===== config.mk =====
export PLATFORM = sky130hd
export DESIGN_NAME = systolic_feed_controller
export DESIGN_NICKNAME = d
export VERILOG_FILES = /design/src/rtl/systolic_pkg.sv /design/src/rtl/systolic_perf_counter.sv /design/src/rtl/systolic_feed_controller.sv
export SDC_FILE = /design/constraint.sdc
export NUM_CORES = 1
export LEC_CHECK = 0
export ABC_AREA = 1
export CORE_ASPECT_RATIO = 1.1
export CORE_MARGIN = 2
export CORE_UTILIZATION = 45
export CTS_BUF_LIST = sky130_fd_sc_hd__clkbuf_4 sky130_fd_sc_hd__clkbuf_8 sky130_fd_sc_hd__clkbuf_16
export DETAILED_ROUTE_END_ITERATION = 7
export GPL_TIMING_DRIVEN = 0
export PLACE_DENSITY = 0.83
export SYNTH_ARGS = -nofsm -noshare
export SYNTH_HDL_FRONTEND = slang
export SYNTH_SLANG_ARGS = --single-unit

===== constraint.sdc =====
create_clock -name CLK -period 2 [get_ports CLK]
set_clock_uncertainty 0.15 [all_clocks]
set_input_delay 0.2 -clock CLK [delete_from_list [all_inputs] [get_ports CLK]]
set_output_delay 0.2 -clock CLK [all_outputs]
set_load 0.05 [all_outputs]

===== src/rtl/systolic_pkg.sv =====
// Shared types and helpers for the systolic feed path.
package systolic_pkg;

   typedef enum logic [1:0] {
      IDLE  = 2'd0,
      CLEAR = 2'd1,
      RUN   = 2'd2,
      DONE  = 2'd3
   } feed_state_e;

   // Advance count at which the last result row of a tile leaves the array bottom.
   function automatic int unsigned calc_t_end(input int unsigned k,
                                              input int unsigned length,
                                              input int unsigned array_lat);
      return k + length + array_lat - 1;
   endfunction

endpackage


===== src/rtl/systolic_perf_counter.sv =====
// Saturating 32-bit event counter with synchronous clear.
module systolic_perf_counter (
   input  logic        CLK,
   input  logic        SYNC_RST,
   input  logic        inc,
   output logic [31:0] count
);

   always_ff @(posedge CLK) begin
      if (SYNC_RST) begin
         count <= 32'd0;
      end else if (inc && (count != 32'hFFFF_FFFF)) begin
         count <= count + 32'd1;
      end
   end

endmodule


===== src/rtl/systolic_feed_controller.sv =====
// Feeds one tile of activation vectors through the skew buffer into the PE array.
// Optional performance counters are built when SYSTOLIC_FEED_PERF_CNT_EN is defined.
module systolic_feed_controller
   import systolic_pkg::*;
#(
   parameter int unsigned LENGTH    = 256,
   parameter int unsigned K_MAX     = 1024,
   parameter int unsigned ARRAY_LAT = 2,
   parameter int unsigned K_W       = $clog2(K_MAX + 1),
   parameter int unsigned T_W       = $clog2(K_MAX + LENGTH + ARRAY_LAT + 1)
) (
   input  logic           CLK,
   input  logic           SYNC_RST,
   input  logic           start_i,
   input  logic [K_W-1:0] k_len_i,
   input  logic           stall_i,
   output logic           busy_o,
   output logic           done_o,
   output logic           rd_en_o,
   output logic [K_W-1:0] rd_addr_o,
   output logic           setup_en_o,
   output logic           setup_clr_o,
   output logic           feed_zero_o,
   output logic           acc_valid_o,
   output logic           acc_last_o
`ifdef SYSTOLIC_FEED_PERF_CNT_EN
   ,
   output logic [31:0]    perf_busy_cyc_o,
   output logic [31:0]    perf_stall_cyc_o
`endif
);

   localparam logic [T_W-1:0] T_ACC0 = T_W'(LENGTH + ARRAY_LAT);

   feed_state_e    state_q, state_d;
   logic [K_W-1:0] k_q, k_d;
   logic [T_W-1:0] t_q, t_d;
   logic [T_W-1:0] k_t;
   logic [T_W-1:0] t_end;

   assign k_t   = T_W'(k_q);
   assign t_end = T_W'(calc_t_end(32'(k_q), LENGTH, ARRAY_LAT));

   // State, tile length and advance counter.
   always_ff @(posedge CLK) begin
      if (SYNC_RST) begin
         state_q <= IDLE;
         k_q     <= '0;
         t_q     <= '0;
      end else begin
         state_q <= state_d;
         k_q     <= k_d;
         t_q     <= t_d;
      end
   end

   // Next state and output decode; stall gates RUN outputs combinationally.
   always_comb begin
      state_d     = state_q;
      k_d         = k_q;
      t_d         = t_q;
      busy_o      = 1'b0;
      done_o      = 1'b0;
      rd_en_o     = 1'b0;
      rd_addr_o   = '0;
      setup_en_o  = 1'b0;
      setup_clr_o = 1'b0;
      feed_zero_o = 1'b0;
      acc_valid_o = 1'b0;
      acc_last_o  = 1'b0;

      unique case (state_q)
         IDLE: begin
            if (start_i) begin
               if (k_len_i != '0) begin
                  k_d     = k_len_i;
                  t_d     = '0;
                  state_d = CLEAR;
               end else begin
                  state_d = DONE;
               end
            end
         end
         CLEAR: begin
            busy_o      = 1'b1;
            setup_clr_o = 1'b1;
            state_d     = RUN;
         end
         RUN: begin
            busy_o = 1'b1;
            if (!stall_i) begin
               rd_en_o     = (t_q < k_t);
               rd_addr_o   = (t_q < k_t) ? K_W'(t_q) : '0;
               setup_en_o  = (t_q != '0);
               feed_zero_o = (t_q > k_t);
               acc_valid_o = (t_q >= T_ACC0) && (t_q <= t_end);
               acc_last_o  = (t_q == t_end);
               t_d         = t_q + T_W'(1);
               if (t_q == t_end) begin
                  state_d = DONE;
               end
            end
         end
         DONE: begin
            busy_o  = 1'b1;
            done_o  = 1'b1;
            state_d = IDLE;
         end
         default: begin
            state_d = IDLE;
         end
      endcase
   end

`ifdef SYSTOLIC_FEED_PERF_CNT_EN
   logic run_stall;

   assign run_stall = (state_q == RUN) && stall_i;

   systolic_perf_counter u_perf_busy (
      .CLK      (CLK),
      .SYNC_RST (SYNC_RST),
      .inc      (busy_o),
      .count    (perf_busy_cyc_o)
   );

   systolic_perf_counter u_perf_stall (
      .CLK      (CLK),
      .SYNC_RST (SYNC_RST),
      .inc      (run_stall),
      .count    (perf_stall_cyc_o)
   );
`endif

endmodule


* Word-level counts from Yosys, hierarchy flattened
Index checks and enable logic that the tools add are counted.
** Storage, ports and cells
- Register bits after elaboration :: 24
- Word-level logic and storage cells :: 53
** Cells by class
- Magnitude comparators :: 4
- $add $sub $neg :: 4
- Reductions and logical operators :: 9
- Equal/unequal tests :: 8
- Multiplexer cells :: 25
** Operators with widths (count)
- 2-to-1 mux 11 bit :: 6
- one-hot mux 11 bit (2 select lines) :: 1
- nonzero test 11 bit :: 2
- 2-to-1 mux 1 bit :: 13
- adder 11 x 1 -> 11 bit, second input constant :: 1
- adder 11 x 2 -> 11 bit, second input constant :: 1
- adder 11 x 9 -> 11 bit, second input constant :: 1
- == test 11 bit :: 1
- greater-or-equal comparator 11 x 9 -> 1 bit, second input constant :: 1
- > comparator 11 bit :: 1
- <= comparator 11 bit :: 1
- < comparator 11 bit :: 1
- subtractor 11 x 1 -> 11 bit, second input constant :: 1
- 2-to-1 mux 2 bit :: 4
- != test 2 bit, second input constant :: 4
- one-hot mux 2 bit (4 select lines) :: 1
- AND reduction 3 bit :: 2
- == test 2 bit, second input constant :: 2
- AND reduction 4 bit :: 1
- OR reduction 3 bit :: 1
- == test 2 x 1 -> 1 bit, second input constant :: 1
- logical NOT 2 bit :: 1
- nonzero test 2 bit :: 1
- logical AND 1 bit :: 1

* Longest topological paths before layout
Gate-level depths: netlist of run 1.
- Depth after elaboration :: 7
- Depth in mapped cells :: 16
- Depth with buffers taken out :: 16

* Worst setup path before layout of run 1
OpenSTA, ideal clock, no wires.
- Kind :: register to output
- Start point :: register k_q[2]
- End point :: output port rd_addr_o[0]
- Setup slack :: -1078 ps
- Cell stages (with the launch flop) :: 11
- Arrival :: 2728 ps
- Cell sequence :: dfxtp_1 -> inv_1 -> ha_1 -> a21oi_1 -> o21ai_0 -> nand3_1 -> nand3_1 -> nor2_1 -> inv_1 -> buf_2 -> nor2_1
** Between the ends
- Cells in the longest elaborated chain, start to end :: 4
** RTL lines
- start, declared :: RTL line systolic_feed_controller.sv:36 : logic [K_W-1:0] k_q, k_d;
- start signal, assigned :: RTL line systolic_feed_controller.sv:52 : k_q <= k_d;
- < comparator 11 bit :: RTL line systolic_feed_controller.sv:93 : rd_addr_o = (t_q < k_t) ? K_W'(t_q) : '0;
- 2-to-1 mux 11 bit :: RTL line systolic_feed_controller.sv:93
- 2-to-1 mux 11 bit :: RTL line systolic_feed_controller.sv:91 : if (!stall_i) begin
- 2-to-1 mux 11 bit :: RTL line systolic_feed_controller.sv:72 : unique case (state_q)
- end, declared :: RTL line systolic_feed_controller.sv:20 : output logic [K_W-1:0] rd_addr_o,
Every way passes these cells.

* Final worst setup path of run 1
- Start point :: register k_q[2]
- End point :: output port acc_valid_o
** Between the ends
- Cells in the longest elaborated chain, start to end :: 7
** RTL lines
- adder 11 x 9 -> 11 bit :: RTL line systolic_pkg.sv:15 : return k + length + array_lat - 1;
- adder 11 x 2 -> 11 bit :: RTL line systolic_pkg.sv:15
- subtractor 11 x 1 -> 11 bit :: RTL line systolic_pkg.sv:15
- <= comparator 11 bit :: RTL line systolic_feed_controller.sv:96 : acc_valid_o = (t_q >= T_ACC0) && (t_q <= t_end);
- logical AND 1 bit :: RTL line systolic_feed_controller.sv:96
- 2-to-1 mux 1 bit :: RTL line systolic_feed_controller.sv:91
- 2-to-1 mux 1 bit :: RTL line systolic_feed_controller.sv:72
- end, declared :: RTL line systolic_feed_controller.sv:24 : output logic acc_valid_o,
Every way passes these cells.

==> qor.csv, run 1 <==
stage,metric,value,unit
timing,setup ws final,-0.9244,ns
run_status,status,"complete, but fails checks",
grt,largest net degree at the start of global routing,14,
worst_setup_path,WS Path Type,reg2out,
cts,clock latency at the later pin of the worst-skew pair,0.27,ns
layout,post-layout util,74.71,%
timing,Max Freq,342.0,MHz
synthesis,Yosys reg bits,24,
cts,H-tree depth,1,
cts,"CTS clk-pin slew, worst paths",0.09,ns
grt,Tot GR Track Use,25.25,%
worst_setup_path,critical path launch point type,register,
placed_design,# placed instances,403,
timing,Final Hold Slack,0.3582,ns
synthesis,Synth Instances,316,
drt,DR DRC count,0,
floorplanning,# IOs,34,
worst_setup_path,CP endpoint,acc_valid_o,
cts,Root Buffer Master,clkbuf_8,
placed_design,pre-CTS setup slack,-1.219,ns
worst_setup_path,worst reg2reg endpoint,state_q[1],
synthesis,Ys Warns,0,
synthesis,post-synthesis net count,362,
pwr,Switching Fraction,47.16,%
drt,Routed Antenna Nets,0,
synthesis,top cell type's share of synthesized area,23.13,%
synthesis,"area leader, netlist",dfxtp_1,
floorplanning,DIE WIDTH,68.78,um
cts,Hold Buf Count CTS,0,
worst_setup_path,critical-path cell list,nand3_1 > nor2_1 > nand2_1 > buf_4 > xor2_1 > inv_1 > ha_1 > nand2_1 > o21ai_0 > nand2_1 > nand3_2 > a21oi_4 > buf_6,
worst_setup_path,flop-to-flop setup slack,-0.57,ns
cts,CTS tree,done,
pwr,Flop pwr share,24.3,%
drt,drt initial violations,181,
synthesis,number of enable flip-flop cells after synthesis,0,
layout,# diodes,0,
layout,Final nets,430,
floorplanning,area of the die,5176,um^2
worst_setup_path,"Max FO, Critical Path",4,
pwr,"Power, Total",2.658,mW
drt,Routed Wire Length,6543,um
synthesis,Synth cell types,22,
pwr,Int Power,1.404,mW
synthesis,Synth area leaders,"dfxtp_1 (23%), ha_1 (19%), nand2_1 (10%)",
pwr,leakage power,1.406,nW
synthesis,Mapped Area,2077,um^2
worst_setup_path,FF-to-FF Start,k_q[0],
drt,DR WL met2,3409,um
floorplanning,total core area,4379,um^2
placed_design,GPL Wtd Cong,0.8813,
worst_hold_path,Hold Path Depth,2,
worst_hold_path,Hold Path Class,reg2reg,
job,max cap viols,0,
layout,non-filler instance count after layout,437,
synthesis,fraction of registers with async set/reset,0,%
pwr,NetSw,1.253,mW
worst_setup_path,crit path DAT,2.57,ns
synthesis,Post-synth top cells,"nand2_1 (57), nor2_1 (55), inv_1 (42), ha_1 (31)",
worst_setup_path,cell mode on critical path,nand2_1,
drt,DR pass1 iterations,5,
worst_setup_path,R2R depth,17,
timing,Final min period,2.924,ns
timing,RSZ-0062 raised after global routing,yes,
timing,"Hold Vio Cnt, Final",0,
layout,Final Cell Area,3272,um^2
worst_setup_path,largest stage delay on the critical path,0.38,ns
drt,vias per cell,5.462,
pwr,Comb pwr share,62.7,%
timing,Final Max Slew Viols,0,
synthesis,synthesized area per cell,6.573,um^2
floorplanning,Die Y,75.26,um
drt,top layer in use,met4,
synthesis,ys flop type,dfxtp_1,
placed_design,DP HPWL,4277,um
timing,final setup violation count,17,
grt,initial antenna violation count,0,
cts,Num CTS Buffers,3,
worst_setup_path,crit path launch,k_q[2],
worst_setup_path,Worst EP required,1.65,ns
worst_setup_path,Setup crit end kind,output pin,
drt,metal1 wirelength,2621,um
synthesis,sequential area share after synthesis,23.13,%
timing,relative slew slack,66.59,%
run_status,violated checks,negative setup slack,
floorplanning,Initial Util,47.43,%
layout,Area growth syn-to-layout,57.53,%
timing,final period utilization,146.2,%
worst_setup_path,Worst path slowest cell,dfxtp_4,
layout,share of layout cells above drive strength 1,36.03,%
pwr,PD cells,812.2,nW/um^2
grt,first-pass GRT wire length,9998,um
pwr,clock network power share,13.0,%
floorplanning,Rows,25,
placed_design,I/O Buffers,33,
grt,vias in the first global route,2180,
timing,Slew @ Worst Pin,0.5003,ns
placed_design,"Cell Area, Placed",2716,um^2
cts,Max Root-Sink Buffers,2,
timing,setup TNS,-9.377,ns
synthesis,top-count cell post-synth,nand2_1,
drt,Met3 Wirelength,337,um
drt,DR vias,2387,
drt,wire per inst,14.97,um
cts,# clock sinks,24,
grt,total global routing overflow,0,
pwr,Max VDD drop,775.2,uV
==> area by class of cell <==
| cell class | count | area, um^2 |
|---|---|---|
| plain buffers | 4 | 31.28 |
| clock buffers | 4 | 55.05 |
| inverters | 43 | 163.9 |
| well taps | 54 | 67.56 |
| flip-flops and latches | 24 | 530.5 |
| multi-input cells | 245 | 1778 |
| fillers | 287 | 1107 |
| repair buffers | 63 | 645.6 |
==> flip-flops by register name (all words and copies together), names as in the netlist <==
signal / cells
state_q: 2
k_q: 11
t_q: 11
==> worst max-delay path, delay by kind of cell, from the launching register on <==
family | cells | cell delay [ns]
flip-flops | 1 | 0.38
XOR/XNOR | 1 | 0.22
adder cells (fa/ha/maj) | 1 | 0.31
AND/OR/NAND/NOR | 6 | 0.68
buffers and inverters | 3 | 0.39
AO/OA/AOI/OAI | 2 | 0.33
==> kinds of logic after synthesis <==
kind of cell	count (synthesis)	synth area share (%)
simple gates	144	29.52
compound gates	59	15.48
buf+inv	47	8.554
fa+ha+maj	31	18.67
flops	24	23.13
xor+xnor	11	4.638
==> routing by layer <==
layer	up-vias	GRT usage (%)
li1	1161	-
met4	0	5.664
met3	20	2.242
met1	1127	31.30
met5	-	0
met2	79	46.79
==> power by group through the flow <==
stage / Combinational [mW] / Clock [mW] / Sequential, mW
floorplan: 0.946 / 0 / 0.639
global placement: 1.19 / 0 / 0.649
detailed placement: 1.22 / 0 / 0.655
CTS: 1.48 / 0.346 / 0.644
global route: 1.81 / 0.366 / 0.657
finish: 1.67 / 0.346 / 0.646
==> placed cells by master, fill, tap and decap left out, types with 2 or more instances in the layout <==
master / netlist / final
dfxtp_2: 0 / 10
nand3_4: 0 / 2
nor2_1: 55 / 34
o21ai_1: 0 / 2
o21a_1: 5 / 5
dfxtp_1: 24 / 4
a21oi_4: 1 / 3
o21ai_0: 26 / 23
ha_4: 0 / 9
inv_2: 1 / 10
nand2_2: 0 / 3
buf_4: 0 / 22
clkbuf_1: 3 / 3
nand3_2: 1 / 6
ha_1: 31 / 22
xor2_1: 10 / 10
nand3_1: 20 / 13
nand2_1: 57 / 53
nand4_1: 5 / 5
buf_6: 0 / 15
nand2_4: 2 / 3
nor2_2: 0 / 5
nor2_4: 0 / 16
clkdlybuf4s50_1: 0 / 14
dfxtp_4: 0 / 10
and2_1: 2 / 2
inv_1: 42 / 32
buf_12: 0 / 3
clkbuf_8: 0 / 4
a21oi_2: 0 / 6
a21oi_1: 26 / 18
buf_8: 0 / 7
==> what timing repair did <==
item,CTS,global route
buffers inserted,20,15
resized for setup,154,34
pin swaps,17,21
setup endpoints to repair,20,22
==> worst min-delay path by stage <==
stage / slack (ns) / start / to
finish: 0.36 / k_q[10] / k_q[10]
global route: 0.37 / k_q[10] / k_q[10]
floorplan: 0.11 / SYNC_RST / t_q[10]
global placement: 0.33 / k_q[10] / k_q[10]
CTS: 0.34 / k_q[10] / k_q[10]
detailed placement: 0.33 / k_q[10] / k_q[10]
Power figures use the tool's default switching activity.
==> run 2: changes to the inputs <==
- GPL_ROUTABILITY_DRIVEN: not set -> 0
==> run 2 against run 1 <==
  * The flow still finishes with violations (negative setup slack)
  * Wire length down 9.8%
  * Final cell count down 3.2%
  * Count of clock-buffer cells in the layout unchanged
  * Critical endpoint unchanged
  * Largest cell class unchanged
  * Largest power group unchanged
==> qor.csv, run 2 (synthesis results as in run 1) <==
stage,metric,value,unit,change
run_status,status,"complete, but fails checks",,
run_status,violated checks,negative setup slack,,
worst_setup_path,FF-to-FF Start,k_q[0],,
timing,"Hold Vio Cnt, Final",0,,unchanged
worst_setup_path,flop-to-flop setup slack,-0.54,ns,+0.03 ns
placed_design,I/O Buffers,33,,unchanged
worst_setup_path,critical path launch point type,register,,
cts,Num CTS Buffers,3,,unchanged
floorplanning,Rows,25,,unchanged
pwr,Switching Fraction,47.47,%,+0.31 points
cts,clock latency at the later pin of the worst-skew pair,0.27,ns,about the same
timing,Final Max Slew Viols,0,,unchanged
layout,share of layout cells above drive strength 1,31.98,%,-4.1 points
cts,Root Buffer Master,clkbuf_8,,
grt,vias in the first global route,2180,,unchanged
worst_setup_path,crit path DAT,2.44,ns,-0.13 ns
pwr,clock network power share,13.6,%,+0.6 points
worst_setup_path,R2R depth,16,,-1
worst_setup_path,crit path launch,k_q[0],,
floorplanning,Die Y,75.26,um,unchanged
pwr,"Power, Total",2.509,mW,-5.6%
pwr,Comb pwr share,59.9,%,-2.8 points
pwr,PD cells,809.0,nW/um^2,-0.40%
floorplanning,# IOs,34,,unchanged
pwr,Flop pwr share,26.5,%,+2.2 points
floorplanning,area of the die,5176,um^2,unchanged
drt,DR pass1 iterations,4,,-1
pwr,NetSw,1.191,mW,-5.0%
pwr,leakage power,1.310,nW,-6.8%
drt,Routed Antenna Nets,0,,unchanged
timing,RSZ-0062 raised after global routing,yes,,
worst_setup_path,"Max FO, Critical Path",3,,-1
worst_setup_path,worst reg2reg endpoint,state_q[1],,
grt,total global routing overflow,0,,unchanged
worst_hold_path,Hold Path Class,reg2reg,,
timing,Max Freq,357.9,MHz,+4.7%
grt,largest net degree at the start of global routing,14,,unchanged
timing,Slew @ Worst Pin,0.4836,ns,-0.01669 ns
cts,CTS tree,done,,
worst_setup_path,CP endpoint,acc_valid_o,,
placed_design,DP HPWL,4268,um,-0.20%
drt,Routed Wire Length,5905,um,-9.8%
timing,final period utilization,139.7,%,-6.5 points
placed_design,pre-CTS setup slack,-1.202,ns,+0.01648 ns
cts,Hold Buf Count CTS,0,,unchanged
floorplanning,total core area,4379,um^2,unchanged
drt,vias per cell,5.331,,-2.4%
layout,most frequent cells in the layout,"nand2_1 (53), nor2_1 (34), inv_1 (33)",,
worst_setup_path,Worst EP required,1.65,ns,about the same
layout,# diodes,0,,unchanged
timing,Final min period,2.794,ns,-0.1303 ns
layout,Final nets,416,,-3.3%
layout,Area growth syn-to-layout,49.34,%,
timing,relative slew slack,67.89,%,+1.3 points
cts,# clock sinks,24,,unchanged
drt,drt initial violations,136,,-25%
grt,initial antenna violation count,0,,unchanged
drt,DR vias,2255,,-5.5%
job,max cap viols,0,,unchanged
floorplanning,Initial Util,47.43,%,unchanged
worst_setup_path,Setup crit end kind,output pin,,
grt,Tot GR Track Use,24.68,%,-0.56 points
layout,Top Registers,"k_q (11), t_q (11), state_q (2)",,
timing,final setup violation count,17,,unchanged
cts,"CTS clk-pin slew, worst paths",0.09,ns,about the same
worst_setup_path,WS Path Type,reg2out,,
drt,DR DRC count,0,,unchanged
cts,Max Root-Sink Buffers,2,,unchanged
grt,first-pass GRT wire length,9715,um,-2.8%
layout,"commonest non-fill, non-tap cell in the layout",nand2_1,,
drt,wire per inst,13.96,um,-6.8%
pwr,Int Power,1.318,mW,-6.1%
pwr,Max VDD drop,698.0,uV,-10%
cts,H-tree depth,1,,unchanged
timing,setup ws final,-0.7941,ns,+0.1303 ns
floorplanning,DIE WIDTH,68.78,um,unchanged
==> run 2: cell count changes in the layout (fill, tap and decap cells not counted), sizes merged <==
cell / previous run / this run
buf: 47 / 33
dlygate4sd2: 1 / 2
dlymetal6s2s: 1 / 0
==> run 2: worst min path at each step <==
stage              from      end  slack, ns  depth (start not counted)
2_1_floorplan  SYNC_RST  t_q[10]       0.11                          1
3_3_place_gp    k_q[10]  k_q[10]       0.33                          2
3_5_place_dp     k_q[5]   k_q[5]       0.35                          2
4_1_cts          k_q[5]   k_q[5]       0.36                          2
5_1_grt         k_q[10]  k_q[10]       0.38                          2
6_report        k_q[10]  k_q[10]       0.36                          2
==> run 2: timing repair <==
item,in CTS,in global routing
pin swaps,9,16
resized for setup,142,32
setup buffers,9,7
setup endpoints to repair,23,23
==> run 2: final cells by class <==
cell class / count / area, um^2
buffer: 4 / 32.53
clock buffer: 4 / 55.05
fill: 322 / 1277
inverter: 43 / 163.9
multi-input combinational: 245 / 1747
sequential: 24 / 516.7
tap: 54 / 67.56
timing repair buffer: 49 / 519.2
==> run 2: stage by stage <==
step	hold WS (ns)	utilization, %	cell area (um^2)	std cells	setup TNS [ns]
finish	0.3577	70.83	3102	423	-8.118
global route	0.3799	70.83	3102	423	-9.969
CTS	0.3586	67.23	2944	416	-6.485
detailed placement	0.3450	62.03	2716	403	-11.97
global placement	0.3333	62.03	2716	403	-11.32
floorplan	0.1150	-	2318	316	-2.998
==> run 2: layer usage <==
metal	vias to the layer above	GRT usage (%)	share of wire (%)
met5	-	0	0
met1	1025	30.38	41
met2	76	44.02	51
met3	15	2.541	5.1
li1	1139	-	-
met4	0	9.150	2.2
==> run 2: critical path, stage by stage, from the launching register on <==
cell,delay (ns)
dfxtp_4,0.39
ha_4,0.15
nand3_4,0.07
nor2_4,0.09
nand4_1,0.11
nand2_1,0.09
nand2_1,0.06
xor2_1,0.14
ha_1,0.32
nand2_2,0.10
nor2_4,0.18
nand3_4,0.11
a21oi_4,0.18
buf_6,0.17
==> run 2: power groups by stage <==
| stage | combinational [mW] | clock [mW] | sequential, mW |
|---|---|---|---|
| final | 1.50 | 0.340 | 0.666 |
| after global routing | 1.65 | 0.362 | 0.678 |
| after CTS | 1.35 | 0.346 | 0.651 |
| after detailed placement | 1.23 | 0 | 0.655 |
| after global placement | 1.19 | 0 | 0.650 |
| after floorplan | 0.946 | 0 | 0.639 |
==> run 3: changes to the inputs <==
- CTS_CLUSTER_SIZE: not set -> 10
==> results of run 3 <==
Same layout as run 2: the final DEF is identical, and so are final timing and power.
